===== src/rtl/snn_pkg.sv =====
// Shared types and default constants for the SNN layer controller.
package snn_pkg;

    // Controller phases; encoding 3'd7 is unused and recovers to IDLE.
    typedef enum logic [2:0] {
        IDLE    = 3'd0,
        LOAD    = 3'd1,
        ACCUM   = 3'd2,
        SPIKE   = 3'd3,
        CLEANUP = 3'd4,
        LEAK    = 3'd5,
        STORE   = 3'd6
    } state_t;

    localparam int DEF_NUM_NEURONS = 16;
    localparam int DEF_NUM_INPUTS  = 16;
    localparam int DEF_PERIOD_W    = 6;
    localparam int DEF_MAX_ROUNDS  = 4;
    localparam int DEF_LEAK_EN     = 0;

    // Width needed to hold a round count from 0 up to max_rounds inclusive.
    function automatic int round_w(input int max_rounds);
        return $clog2(max_rounds + 1);
    endfunction

endpackage


===== src/rtl/snn_idx_counter.sv =====
// Neuron index counter: sweeps 0..NUM_NEURONS-1 while enabled, held at 0 while cleared.
module snn_idx_counter
    import snn_pkg::*;
#(
    parameter int NUM_NEURONS = DEF_NUM_NEURONS
) (
    input  logic                           clock,
    input  logic                           reset_n,
    input  logic                           en,
    input  logic                           clr,
    output logic                           last,
    output logic [$clog2(NUM_NEURONS)-1:0] idx
);
    localparam int NW = $clog2(NUM_NEURONS);
    localparam logic [NW-1:0] LAST_IDX = NW'(NUM_NEURONS - 1);

    logic [NW-1:0] r_idx;

    // Clear has priority; an enabled count wraps to 0 after the last neuron.
    always_ff @(posedge clock or negedge reset_n) begin
        if (!reset_n) begin
            r_idx <= '0;
        end else if (clr) begin
            r_idx <= '0;
        end else if (en) begin
            r_idx <= (r_idx == LAST_IDX) ? '0 : r_idx + 1'b1;
        end
    end

    assign last = en && (r_idx == LAST_IDX);
    assign idx  = r_idx;

endmodule


===== src/rtl/snn_layer_controller.sv =====
// Sequencer for one SNN layer: per-event weight load/accumulate, and a
// periodic timestep of spike rounds, optional leak and membrane writeback.
module snn_layer_controller
    import snn_pkg::*;
#(
    parameter int NUM_NEURONS = DEF_NUM_NEURONS,
    parameter int NUM_INPUTS  = DEF_NUM_INPUTS,
    parameter int PERIOD_W    = DEF_PERIOD_W,
    parameter int MAX_ROUNDS  = DEF_MAX_ROUNDS,
    parameter int LEAK_EN     = DEF_LEAK_EN,
    localparam int NW = $clog2(NUM_NEURONS),
    localparam int IW = $clog2(NUM_INPUTS)
) (
    input  logic                   clock,
    input  logic                   reset_n,
    input  logic                   event_valid,
    output logic                   event_ready,
    input  logic [IW-1:0]          event_addr,
    input  logic [PERIOD_W-1:0]    period,
    input  logic [NUM_NEURONS-1:0] spike,
    input  logic                   overrun_clr,
    output logic                   accum_en,
    output logic                   weight_w_en,
    output logic                   memb_pot_w_en,
    output logic                   memb_pot_mem_w_en,
    output logic                   leak_en,
    output logic [IW+NW-1:0]       mem_addr,
    output logic [NW-1:0]          neuron_idx,
    output logic                   spike_done,
    output logic                   busy,
    output logic                   overrun
);
    localparam int RW = round_w(MAX_ROUNDS);
    localparam logic [RW-1:0] MAX_R = RW'(MAX_ROUNDS);

    state_t              r_state;
    state_t              w_state_next;
    logic [PERIOD_W-1:0] r_period_cnt;
    logic [RW-1:0]       r_round;
    logic [IW-1:0]       r_addr;
    logic                r_overrun;
    logic                w_due;
    logic                w_any_spike;
    logic                w_accept;
    logic                w_idx_en;
    logic                w_idx_last;
    logic                w_overrun_set;

    assign w_due         = (r_period_cnt >= period);
    assign w_any_spike   = |spike;
    assign w_accept      = event_valid && event_ready;
    assign w_idx_en      = (r_state == LOAD) || (r_state == LEAK) || (r_state == STORE);
    assign w_overrun_set = (r_state == CLEANUP) && w_any_spike && (r_round >= MAX_R);

    // The index sweeps only in the per-neuron phases and sits at 0 elsewhere,
    // so each of those phases starts from neuron 0.
    snn_idx_counter #(
        .NUM_NEURONS(NUM_NEURONS)
    ) u_idx (
        .clock  (clock),
        .reset_n(reset_n),
        .en     (w_idx_en),
        .clr    (!w_idx_en),
        .last   (w_idx_last),
        .idx    (neuron_idx)
    );

    // State register.
    always_ff @(posedge clock or negedge reset_n) begin
        if (!reset_n) begin
            r_state <= IDLE;
        end else begin
            r_state <= w_state_next;
        end
    end

    // Timestep timer: restarts in SPIKE, otherwise counts up and parks at period.
    always_ff @(posedge clock or negedge reset_n) begin
        if (!reset_n) begin
            r_period_cnt <= '0;
        end else if (r_state == SPIKE) begin
            r_period_cnt <= '0;
        end else if (r_period_cnt < period) begin
            r_period_cnt <= r_period_cnt + 1'b1;
        end
    end

    // Spike round counter: one per SPIKE, cleared when the writeback finishes.
    always_ff @(posedge clock or negedge reset_n) begin
        if (!reset_n) begin
            r_round <= '0;
        end else if (r_state == SPIKE) begin
            r_round <= r_round + 1'b1;
        end else if ((r_state == STORE) && w_idx_last) begin
            r_round <= '0;
        end
    end

    // Event source latch and sticky overrun flag (a new overrun beats a clear).
    always_ff @(posedge clock or negedge reset_n) begin
        if (!reset_n) begin
            r_addr    <= '0;
            r_overrun <= 1'b0;
        end else begin
            if (w_accept) begin
                r_addr <= event_addr;
            end
            if (w_overrun_set) begin
                r_overrun <= 1'b1;
            end else if (overrun_clr) begin
                r_overrun <= 1'b0;
            end
        end
    end

    // Next-state logic and strobe decode; a due timestep outranks an event.
    always_comb begin
        w_state_next      = r_state;
        event_ready       = 1'b0;
        accum_en          = 1'b0;
        weight_w_en       = 1'b0;
        memb_pot_w_en     = 1'b0;
        memb_pot_mem_w_en = 1'b0;
        leak_en           = 1'b0;
        spike_done        = 1'b0;
        busy              = 1'b1;
        case (r_state)
            IDLE: begin
                busy = 1'b0;
                if (w_due) begin
                    w_state_next = SPIKE;
                end else begin
                    event_ready = 1'b1;
                    if (event_valid) begin
                        w_state_next = LOAD;
                    end
                end
            end
            LOAD: begin
                weight_w_en   = 1'b1;
                memb_pot_w_en = 1'b1;
                if (w_idx_last) begin
                    w_state_next = ACCUM;
                end
            end
            ACCUM: begin
                accum_en     = 1'b1;
                w_state_next = IDLE;
            end
            SPIKE: begin
                spike_done   = 1'b1;
                w_state_next = CLEANUP;
            end
            CLEANUP: begin
                if (w_any_spike && (r_round < MAX_R)) begin
                    w_state_next = SPIKE;
                end else if (LEAK_EN == 1) begin
                    w_state_next = LEAK;
                end else begin
                    w_state_next = STORE;
                end
            end
            LEAK: begin
                leak_en = 1'b1;
                if (w_idx_last) begin
                    w_state_next = STORE;
                end
            end
            STORE: begin
                memb_pot_mem_w_en = 1'b1;
                if (w_idx_last) begin
                    w_state_next = IDLE;
                end
            end
            default: begin
                w_state_next = IDLE;
            end
        endcase
    end

    assign mem_addr = {r_addr, neuron_idx};
    assign overrun  = r_overrun;

endmodule

===== config.mk =====
export PLATFORM = sky130hd
export DESIGN_NAME = snn_layer_controller
export DESIGN_NICKNAME = d
export VERILOG_FILES = /design/src/rtl/snn_pkg.sv /design/src/rtl/snn_idx_counter.sv /design/src/rtl/snn_layer_controller.sv
export SDC_FILE = /design/constraint.sdc
export NUM_CORES = 1
export LEC_CHECK = 0
export ABC_AREA = 1
export CORE_MARGIN = 2
export CORE_UTILIZATION = 49
export CTS_BUF_LIST = sky130_fd_sc_hd__clkbuf_8
export DETAILED_ROUTE_END_ITERATION = 16
export PLACE_DENSITY = 0.95
export SYNTH_ARGS = -nofsm -noshare
export SYNTH_HDL_FRONTEND = slang
export SYNTH_SLANG_ARGS = --single-unit

===== constraint.sdc =====
create_clock -name clock -period 4.6 [get_ports clock]
set_input_delay 0.92 -clock clock [delete_from_list [all_inputs] [get_ports clock]]
set_output_delay 0.92 -clock clock [all_outputs]
set_load 0.02 [all_outputs]

==> metrics.csv, run 1 <==
metric,value,unit
Slew headroom,0.375,
share of post-route cells with drive strength above 1,0.0819,
TritonCTS buffer count,3,
CTS H-tree lvls,1,
R2R Setup Slk,2.89,ns
CP max FO,6,
post-route design area,1900,sq um
detailed placer's ending HPWL,2370,um
Die Ht,56.7,um
initial antenna violation count,0,
ANT nets after route,0,
CTS root buffer,clkbuf_8,
crit path time final,3.92,ns
largest net degree at the start of global routing,22,
DR DRC count,0,
port bufs,50,
most frequent cell after synthesis,nand2_1,
Post-synth EDFFs,0,
post-CTS sizing,0,
crit end category,output port,
Overflow after GRT,0,
Leak,0.967,nW
Hold Path Class,register to register,
die width,56.7,um
synth top area cells,"dfrtp_1 39%, nand2_1 14%, ha_1 8.3%",
CTS Sinks,21,
CTS hold repair buffers,0,
syn_area_per_cell,7.39,sq um
vias per cell,4.98,
Nets,272,
Area Overhead vs Synth,39.9,%
wire per inst,11.3,um
most frequent cells after synthesis,"49 x nand2_1, 23 x nor2_1, 21 x dfrtp_1, 21 x inv_1, 20 x nand3_1",
most common flop cell mapped by yosys,dfrtp_1,
Final Max Tran Viols,0,
max frequency,0.255,GHz
Critical path destination,event_ready,
"Req. time, crit path",3.68,ns
max-cap check violation count,0,
Placer Congestion,0.805,
Pwr Total,1.10,mW
Via Count,1310,
Tot GR Track Use,0.198,
Worst-Margin Slew,0.935,ns
Worst Setup SP,period[5],
final worst-path cycle share,0.852,
Synth Cell Area,1360,sq um
Setup TNS,0,ns
post-synthesis sequential area ratio,0.386,
VDD IR max,0.419,mV
Final Hold Vio Count,0,
clock skew,0.00530,ns
final setup vio count,0,
diode count,0,
R2R cell count,10,
Die ar.,3210,sq um
Filler cells,217,
clock buffer depth,2,
FP Rows,19,
clock-pin slew on the worst setup and hold paths,0.08,ns
power density cells,577,nW/um^2
Setup Crit Path Kind,primary input to output port,
ys async rst share,1.00,
CTS tree,built,
Yosys top cell by area,dfrtp_1,
clk_lat worst skew,0.26,ns
hold slack,0.482,ns
core footprint,2690,sq um
unrepaired setup endpoints after global routing,no,
Seq cells post-synth,21,
Yosys cell types,23,
outcome,completed,
post-synth top area share,0.386,
reg-to-reg startpoint,r_period_cnt[5],
initial DRC count,38,
Initial Util,0.506,
Pre-antenna DRT Iters,4,
Crit path arrival time,3.00,ns
"Cell Area, Placed",1860,sq um
FF-to-FF End,r_period_cnt[5],
syn_nets,223,
CP startpoint kind,primary input,
Post-CTS Setup Bufs,0,
WL final,2970,um
yosys warns,0,
I/O pins,51,
Cells after Synth,184,
vias in the first global route,1210,
first-pass GRT wire length,5020,um
state kept, by name (all words and copies together) (netlist names):
name and cells:
overrun 1, r_addr 4, r_period_cnt 6, r_round 3
r_state 3, u_idx.idx 4
metal layers:
metal	up-vias	routed length [um]	GRT usage	share of wire
met1	594	1260	0.246	0.42
met3	4	145	0.0415	0.049
met2	37	1540	0.341	0.52
li1	675	-	-	-
met4	0	18	0.0612	0.0061
met5	-	0	0	0
final cells by class:
cell class	count	area, sq um	area share
clock inverters	1	5.00	0.00263
inverters	28	105	0.0552
clock buffers	3	41.3	0.0217
well taps	31	38.8	0.0204
multi-input cells	129	687	0.361
flip-flops and latches	21	526	0.276
repair buffers	50	500	0.263
through the flow:
| step | worst slack [ns] | std cells | util |
|---|---|---|---|
| final | 0.681 | 263 | 0.708 |
| after global routing | 0.553 | 263 | 0.708 |
| after CTS | 0.667 | 263 | 0.708 |
| after detailed placement | 0.686 | 259 | 0.691 |
| after global placement | 0.738 | 259 | 0.691 |
| after floorplan | 1.83 | 184 | - |
cells in the final DEF (no fill, tap or decap), types with 2 or more instances in the layout:
cell,n
dfrtp_1,21
nor3_1,3
ha_1,9
o21ai_0,4
nand2_2,3
nor2_1,23
nand2_1,49
nand3_1,20
inv_1,21
nor2_4,2
xor2_1,3
o21ai_1,3
nand4_1,2
inv_2,7
clkbuf_8,3
clkdlybuf4s50_1,50
a21oi_1,2
power breakdown:
group	switching, mW	internal, mW	total (mW)
clock	0.0634	0.0604	0.124
combinational	0.365	0.276	0.641
sequential	0.0740	0.260	0.334
kinds of logic (layout without fill, tap and decap cells):
kind of cell,after synthesis,after routing,synth area share
xor gates and xnor gates,3,3,0.0193
and+or+nand+nor,105,105,0.354
adders and majority gates,9,9,0.0828
buffers and inverters,34,82,0.109
DFF,21,21,0.386
AOI/OAI and AO/OA,12,12,0.0488
worst max-delay path: stages:
cell	delay, ns
clkdlybuf4s50_1	0.45
inv_1	0.04
ha_1	0.29
nand2_1	0.08
inv_1	0.04
nand2_1	0.06
nand2_1	0.12
nand3b_4	0.21
nor2_4	0.15
clkdlybuf4s50_1	0.63
worst min-delay path by stage:
stage               startpoint    endpoint  slack (ns)  cells past startpoint
finish              r_round[2]  r_round[2]        0.48                      1
global route        r_round[0]  r_round[0]        0.50                      1
CTS                  r_addr[0]   r_addr[0]        0.49                      2
detailed placement   r_addr[0]   r_addr[0]        0.47                      2
global placement     r_addr[1]   r_addr[1]        0.45                      2
floorplan           r_round[2]  r_round[2]        0.45                      1
No activity file was read; power rests on OpenSTA's default activity.
==> inputs of run 2 (changes only) <==
CORE_ASPECT_RATIO = 2   (was default)
SLEW_MARGIN = 20   (was default)
==> run 2 against run 1 <==
- clock power down 6%
- highest routed layer unchanged
- largest cell class unchanged
- non-clock buffer count unchanged
- combinational power up 0.9%
- critical path depth unchanged
==> metrics.csv, run 2 (same netlist as run 1, synthesis figures left out) <==
metric,value,unit
Die Ht,78.5,um
TritonCTS buffer count,3,
Flop pwr share,0.304,
CP startpoint kind,primary input,
net switching power,503,uW
Filler cells,219,
largest net degree at the start of global routing,22,
Pre-antenna DRT Iters,4,
max-cap check violation count,0,
"Req. time, crit path",3.68,ns
CTS Sinks,21,
first-pass GRT wire length,5160,um
Hold Path Class,register to register,
Die ar.,3240,sq um
Largest register FFs,6,
Post-Place Cells,257,
wire per inst,11.8,um
R2R Setup Slk,2.87,ns
"most common cell after layout, fill and taps aside",clkdlybuf4s50_1,
diode count,0,
crit end category,output port,
VDD IR max,0.364,mV
CTS tree,built,
port bufs,50,
Post-CTS Setup Bufs,0,
CTS H-tree lvls,1,
I/O pins,51,
Logic pwr share,0.589,
Initial Util,0.503,
clock buffer depth,2,
outcome,completed,
internal power,596,uW
share of post-route cells with drive strength above 1,0.0776,
clock skew,0.00139,ns
power density cells,578,nW/um^2
crit-path cells,"clkdlybuf4s50_1, inv_1, ha_1, nand2_1, inv_1, nand2_1, nand2_1, nand3b_4, nor2_4, clkdlybuf4s50_1",
Net Sw Frac,0.458,
final worst-path cycle share,0.845,
Setup TNS,0,ns
initial DRC count,25,
Most common cell on crit path,nand2_1,
vias in the first global route,1321,
detailed placer's ending HPWL,2490,um
Placer Congestion,0.841,
worst min-delay path startpoint,r_round[2],
Final Hold Vio Count,0,
"Endpoint, Worst Hold",r_round[2],
CP max FO,6,
ANT nets after route,0,
crit path buf inv count,4,
post-route design area,1900,sq um
Leak,0.968,nW
FP Rows,27,
FF-to-FF End,r_period_cnt[5],
Setup Crit Path Kind,primary input to output port,
DR DRC count,0,
core footprint,2700,sq um
vias per cell,5.05,
CTS root buffer,clkbuf_8,
"slowest stage cell, crit path",clkdlybuf4s50_1,
Worst path depth,10,
clk_lat worst skew,0.26,ns
R2R cell count,10,
"Largest delay share family, worst path",buffers and inverters,
Top reg by flops,r_period_cnt,
Seq. cell area,526,sq um
Worst-Margin Slew,0.937,ns
slowest cell delay on critical path,0.63,ns
"non-filler cells, final",261,
unrepaired setup endpoints after global routing,no,
reg-to-reg startpoint,r_period_cnt[5],
Nets,272,
Tot GR Track Use,0.226,
Hold Path Cell Cnt,1,
clock share of power,0.106,
max frequency,0.257,GHz
Via Count,1317,
WL final,3070,um
CTS hold repair buffers,0,
initial antenna violation count,0,
Crit path arrival time,2.97,ns
area taken by multi-input logic gates,687,sq um
crit path time final,3.89,ns
die width,41.3,um
final setup vio count,0,
Overflow after GRT,0,
Slew headroom,0.374,
post-CTS sizing,0,
"Cell Area, Placed",1850,sq um
Final Max Tran Viols,0,
Area Overhead vs Synth,39.7,%
clock-pin slew on the worst setup and hold paths,0.07,ns
"commonest non-fill, non-tap cells in the layout","50 x clkdlybuf4s50_1, 49 x nand2_1, 23 x nor2_1",
-- run 2: cell types whose count changed in the layout (fill, tap and decap cells not counted), sizes merged --
| cell | change |
|---|---|
| clkinv | -1 |
| inv | +1 |
-- run 2: power by group through the flow --
stage | Combinational, mW | Clock (mW) | Sequential, mW
6_report | 0.647 | 0.117 | 0.334
5_1_grt | 0.723 | 0.125 | 0.346
4_1_cts | 0.652 | 0.117 | 0.333
3_5_place_dp | 0.644 | 0 | 0.336
3_3_place_gp | 0.629 | 0 | 0.332
2_1_floorplan | 0.411 | 0 | 0.351
-- run 2: worst max path at each step --
stage / startpoint / slack, ns / end
final: period[5] / 0.71 / event_ready
after global routing: period[5] / 0.57 / event_ready
after CTS: period[5] / 0.70 / event_ready
after detailed placement: period[5] / 0.70 / event_ready
after floorplan: period[5] / 1.83 / event_ready
after global placement: period[5] / 0.73 / event_ready
-- run 2: worst reg2reg max path, delay by kind of cell (launching register included) --
family | cells | cell delay, ns
DFF | 1 | 0.43
adders and majority gates | 1 | 0.31
buffers and inverters | 2 | 0.22
and+or+nand+nor | 7 | 0.66
-- run 2: through the flow --
stage | power (mW) | setup slack (ns) | hold slack [ns] | util
floorplan | 0.762 | 1.83 | 0.446 | -
global placement | 0.962 | 0.731 | 0.454 | 0.686
detailed placement | 0.980 | 0.699 | 0.458 | 0.686
CTS | 1.10 | 0.704 | 0.483 | 0.703
global route | 1.19 | 0.571 | 0.513 | 0.703
finish | 1.10 | 0.714 | 0.480 | 0.703
-- run 2: routing by layer --
metal,part of all wire,vias to the layer above,track usage,routed length [um]
met1,0.35,604,0.222,1070
met4,0.016,0,0.0871,48
met3,0.051,4,0.0169,157
met5,0,-,0,0
li1,-,671,-,-
met2,0.58,38,0.427,1800
-- run 2: final cells by class --
type / count / area share
multi-input cells: 129 / 0.362
flip-flops and latches: 21 / 0.277
repair buffers: 50 / 0.264
inverters: 28 / 0.0553
clock buffers: 3 / 0.0217
well taps: 29 / 0.0191
clock inverters: 1 / 0.00198
